### src/rtl/game_mode_ctrl.sv
// Game sequencer: LOADING -> READY -> PLAYING -> FAIL with frame-counted timers,
// saturating score, high score tracking and a one-cycle game_start pulse.
package game_mode_pkg;
   typedef enum logic [1:0] {
      GAME_MODE_LOADING = 2'd0,
      GAME_MODE_READY   = 2'd1,
      GAME_MODE_PLAYING = 2'd2,
      GAME_MODE_FAIL    = 2'd3
   } game_mode_t;
endpackage

module game_mode_ctrl
   import game_mode_pkg::*;
#(
   parameter int LOAD_FRAMES   = 120,
   parameter int READY_LOCKOUT = 30,
   parameter int FAIL_FRAMES   = 180,
   parameter int PELLET_PTS    = 10,
   parameter int POWER_PTS     = 50,
   parameter int SCORE_MAX     = 9999
)(
   input  logic        clk,
   input  logic        rst_n,
   input  logic        frame_stb,
   input  logic        key_any,
   input  logic        pellet_eaten,
   input  logic        power_eaten,
   input  logic        player_dead,
   output game_mode_t  MODE,
   output logic [15:0] score,
   output logic [15:0] high_score,
   output logic        game_start
);

   localparam logic [7:0]  LOAD_LAST  = 8'(LOAD_FRAMES - 1);
   localparam logic [7:0]  FAIL_LAST  = 8'(FAIL_FRAMES - 1);
   localparam logic [7:0]  LOCKOUT    = 8'(READY_LOCKOUT);
   localparam logic [16:0] PELLET_W   = 17'(PELLET_PTS);
   localparam logic [16:0] POWER_W    = 17'(POWER_PTS);
   localparam logic [16:0] SCORE_CAP  = 17'(SCORE_MAX);

   game_mode_t  mode_q, mode_d;
   logic [7:0]  frame_cnt_q, frame_cnt_d;
   logic        key_q;
   logic        key_rise_s;
   logic [15:0] score_q, score_d;
   logic [15:0] high_score_q, high_score_d;
   logic        game_start_q, game_start_d;
   logic [16:0] score_sum_s;

   assign key_rise_s  = key_any & ~key_q;
   // 17-bit sum so the clamp below sees any overflow past SCORE_MAX
   assign score_sum_s = {1'b0, score_q}
                      + (pellet_eaten ? PELLET_W : 17'd0)
                      + (power_eaten  ? POWER_W  : 17'd0);

   // Next-state, score and high-score computation
   always_comb begin
      mode_d       = mode_q;
      score_d      = score_q;
      high_score_d = high_score_q;
      game_start_d = 1'b0;
      case (mode_q)
         GAME_MODE_LOADING: begin
            if (frame_stb && (frame_cnt_q == LOAD_LAST)) mode_d = GAME_MODE_READY;
            else                                         mode_d = GAME_MODE_LOADING;
         end
         GAME_MODE_READY: begin
            if (key_rise_s && (frame_cnt_q >= LOCKOUT)) begin
               mode_d       = GAME_MODE_PLAYING;
               score_d      = 16'd0;
               game_start_d = 1'b1;
            end else begin
               mode_d = GAME_MODE_READY;
            end
         end
         GAME_MODE_PLAYING: begin
            if (score_sum_s > SCORE_CAP) score_d = SCORE_CAP[15:0];
            else                         score_d = score_sum_s[15:0];
            // Final score already includes any points landing on the death edge
            if (player_dead) begin
               mode_d = GAME_MODE_FAIL;
               if (score_d > high_score_q) high_score_d = score_d;
               else                        high_score_d = high_score_q;
            end else begin
               mode_d = GAME_MODE_PLAYING;
            end
         end
         GAME_MODE_FAIL: begin
            if (frame_stb && (frame_cnt_q == FAIL_LAST)) mode_d = GAME_MODE_READY;
            else                                         mode_d = GAME_MODE_FAIL;
         end
         default: mode_d = GAME_MODE_LOADING;
      endcase

      if (mode_d != mode_q)                         frame_cnt_d = 8'd0;
      else if (frame_stb && (frame_cnt_q != 8'hFF)) frame_cnt_d = frame_cnt_q + 8'd1;
      else                                          frame_cnt_d = frame_cnt_q;
   end

   // State and output registers
   always_ff @(posedge clk or negedge rst_n) begin
      if (!rst_n) begin
         mode_q       <= GAME_MODE_LOADING;
         frame_cnt_q  <= 8'd0;
         key_q        <= 1'b0;
         score_q      <= 16'd0;
         high_score_q <= 16'd0;
         game_start_q <= 1'b0;
      end else begin
         mode_q       <= mode_d;
         frame_cnt_q  <= frame_cnt_d;
         key_q        <= key_any;
         score_q      <= score_d;
         high_score_q <= high_score_d;
         game_start_q <= game_start_d;
      end
   end

   assign MODE       = mode_q;
   assign score      = score_q;
   assign high_score = high_score_q;
   assign game_start = game_start_q;

endmodule
### config.mk
export PLATFORM = sky130hd
export DESIGN_NAME = game_mode_ctrl
export DESIGN_NICKNAME = d
export VERILOG_FILES = /design/src/rtl/game_mode_ctrl.sv
export SDC_FILE = /design/constraint.sdc
export NUM_CORES = 1
export LEC_CHECK = 0
export CAP_MARGIN = 20
export CORE_AREA = 2 2 78 80
export CTS_BUF_LIST = sky130_fd_sc_hd__clkbuf_2
export CTS_CLUSTER_SIZE = 28
export DETAILED_ROUTE_END_ITERATION = 8
export DIE_AREA = 0 0 80 82
export PLACE_DENSITY_LB_ADDON = 0.05
export SKIP_LAST_GASP = 1
export SYNTH_ARGS = -nofsm -noshare
export SYNTH_HDL_FRONTEND = slang
export SYNTH_SLANG_ARGS = --single-unit
export TNS_END_PERCENT = 100
### constraint.sdc
create_clock -name clk -period 6.25 [get_ports clk]
set_input_delay 1.875 -clock clk [delete_from_list [all_inputs] [get_ports clk]]
set_output_delay 1.875 -clock clk [all_outputs]
set_load 0.01 [all_outputs]
==> metrics.yaml <==
status: "complete, no violations"
port-buffer-count: 41
synth_top_area_frac: 0.3585
crit_type: "primary input to flip-flop"
required_ps: 6560
yosysMostFrequentCell: "dfrtp_1"
ant_nets: 0
antenna_found_initial: 0
maxSlewHeadroom: 0.3421
die_h_um: 82
synth_top_flop_cell: "dfrtp_1"
track_usage: 0.2521
route.vias.total: 2714
leakagePower_nw: 1.733
synth_top_area_cell: "dfrtp_1"
min_path_type: "flip-flop to flip-flop"
place_congestion: 0.8906
multiInputGateArea_mm2: 0.001858
fill_cells: 485
synthToLayoutAreaGrowth_pct: 28.68
setup_tns_ps: 0
clkSinkCount: 44
drc: 0
clk_pin_slew_ps: 210
max_freq_mhz: 165.8
setup_viol: 0
grt_pass1_vias: 2573
num_rows: 28
async_reset_ff_frac: 1.000
synthAdderAreaFrac: 0.1124
fin_crit_ps: 6031
whs_ps: 548.0
first_pass_iters: 5
synth_commonest_cells: "dfrtp_1 (44), ha_1 (26), a21oi_1 (22), inv_1 (22), nor2_1 (20)"
path_max_fanout: 6
seq_area_mm2: 0.001101
wl_per_cell_um: 16.97
gr-total-overflow: 0
nets: 431
synth.area.mux_share: 0.007332
hold_viol: 0
clockRootBuffer: "clkbuf_2"
cap_violations: 0
post-route-period-util: 0.9650
avgSynthCellArea_um2: 9.782
clock_skew_ps: 25.57
yosys_warnings: 0
synthTopCellsByArea: "dfrtp_1 (36%), ha_1 (11%), a21oi_1 (3.6%)"
dp_hpwl_um: 5999
synth_top_family_by_area: "compound AO/OA/AOI/OAI gates"
synth_compound_area_frac: 0.2701
synth_seq_cells: 44
drv_slew: 0
synthesis.area_mm2: 0.003072
grt_pass1_wl_um: 12770
numCtsBuffers: 5
synth_edf_count: 0
end_kind: "flip-flop"
viasPerCell: 5.738
seq_area_frac_synth: 0.3585
start_util: 0.5346
powerDensity_mw_per_mm2: 305.8
drt-initial-drc-count: 231
power_mw: 1.209
postLayoutCoreUtil: 0.6879
tightest_slew_ps: 983.2
synth_xor_area_frac: 0.04847
io-pin-count: 42
ctsHoldBuffers: 0
core_area_mm2: 0.005746
synth_cells: 314
routed_wl_um: 8027
synth_cell_types: 66
grt_max_degree: 45
start_kind: "primary input"
rsz0062_at_grt: "yes"
cts.path.max_buffers: 2
synth_simple_gate_area_share: 0.1446
drive_above_1_share: 0.2236
cp.arrival_ps: 6340
clk_latency_ps: 410
cts-htree-levels: 2
dieWidth_um: 80
dieArea_mm2: 0.006560
diodes: 0
cts_tree: "done"
peakVddDrop_mv: 0.1859
## stage by stage
step           area (um2)  worst slack, ps  cells
3_5_place_dp         3826           -474.0    463
5_1_grt              3953           -31.51    473
6_report             3953            218.6    473
2_1_floorplan        3075            73.20    315
3_3_place_gp         3826           -313.2    463
4_1_cts              3867            28.02    471
## cells by family (layout without fill, tap and decap cells)
| kind of cell | count (synthesis) | after routing |
|---|---|---|
| simple gates | 85 | 85 |
| fa+ha+maj | 27 | 27 |
| buf+inv | 36 | 119 |
| compound gates | 102 | 102 |
| other cells | 1 | 2 |
| mux | 2 | 2 |
| xor+xnor | 17 | 17 |
| flops | 44 | 44 |
## where the power goes
part           switching (mW)  internal (mW)
sequential             0.0757          0.335
clock                  0.0894         0.0300
combinational           0.339          0.340
## timing repair
action,CTS,global route
pin swaps,0,3
endpoints found under the setup margin,1,14
endpoints found under the hold margin,0,0
gates resized for setup,1,9
buffers inserted,0,1
## cell type report
type / instances / area share
timing repair buffer: 89 / 0.1969
multi-input combinational: 235 / 0.4701
clock buffer: 7 / 0.008864
clock inverter: 1 / 0.0009497
tap: 75 / 0.02374
inverter: 22 / 0.02089
sequential: 44 / 0.2786
## registers in the layout, summed over array words and instances, names as in the netlist
name         count
frame_cnt_q      8
game_start       1
key_q            1
MODE             2
high_score      16
score           16
## path summary, 6_finish.rpt
| kind | startpoint | end | slack [ps] | cells past startpoint |
|---|---|---|---|---|
| setup reg to reg | score[1] | high_score[4] | 1790 | 19 |
| hold / removal | high_score[14] | high_score[14] | 550 | 2 |
| min in group asynchronous | rst_n | score[10] | 1270 | 1 |
| setup / recovery | power_eaten | high_score[4] | 220 | 20 |
| hold reg to reg | high_score[14] | high_score[14] | 550 | 2 |
| max in group asynchronous | rst_n | score[6] | 4500 | 2 |
## critical path: stages
cell and delay (ps):
clkdlybuf4s50_1 480, fa_1 440, ha_1 210, ha_1 250, a21o_1 210, a21oi_2 190
xnor2_1 130, o32ai_2 230, buf_4 180, o211ai_4 80, a21o_2 230, ha_1 290
a21o_1 190, a21oi_1 170, o221ai_2 160, buf_4 160, a2111o_1 440, buf_4 170
a21oi_1 190, a221oi_2 50
## per-layer routing
metal  track usage  part of all wire  vias up
li1              -                 -     1330
met1        0.3543              0.48     1289
met2        0.4117              0.47       91
met3       0.04176             0.049        4
met4       0.05254            0.0061        0
met5             0                 0        -
## cell usage in the layout (no fill, tap or decap), drive strengths merged, types with 15 or more instances in the layout
master | netlist | final
ha | 26 | 26
o21ai | 15 | 15
clkdlybuf4s50 | 0 | 40
nor2 | 20 | 20
a21oi | 24 | 24
nand2 | 16 | 16
nand3 | 15 | 15
buf | 8 | 49
inv | 22 | 22
dfrtp | 44 | 44
Note: power is estimated with default switching activity, not from simulation.
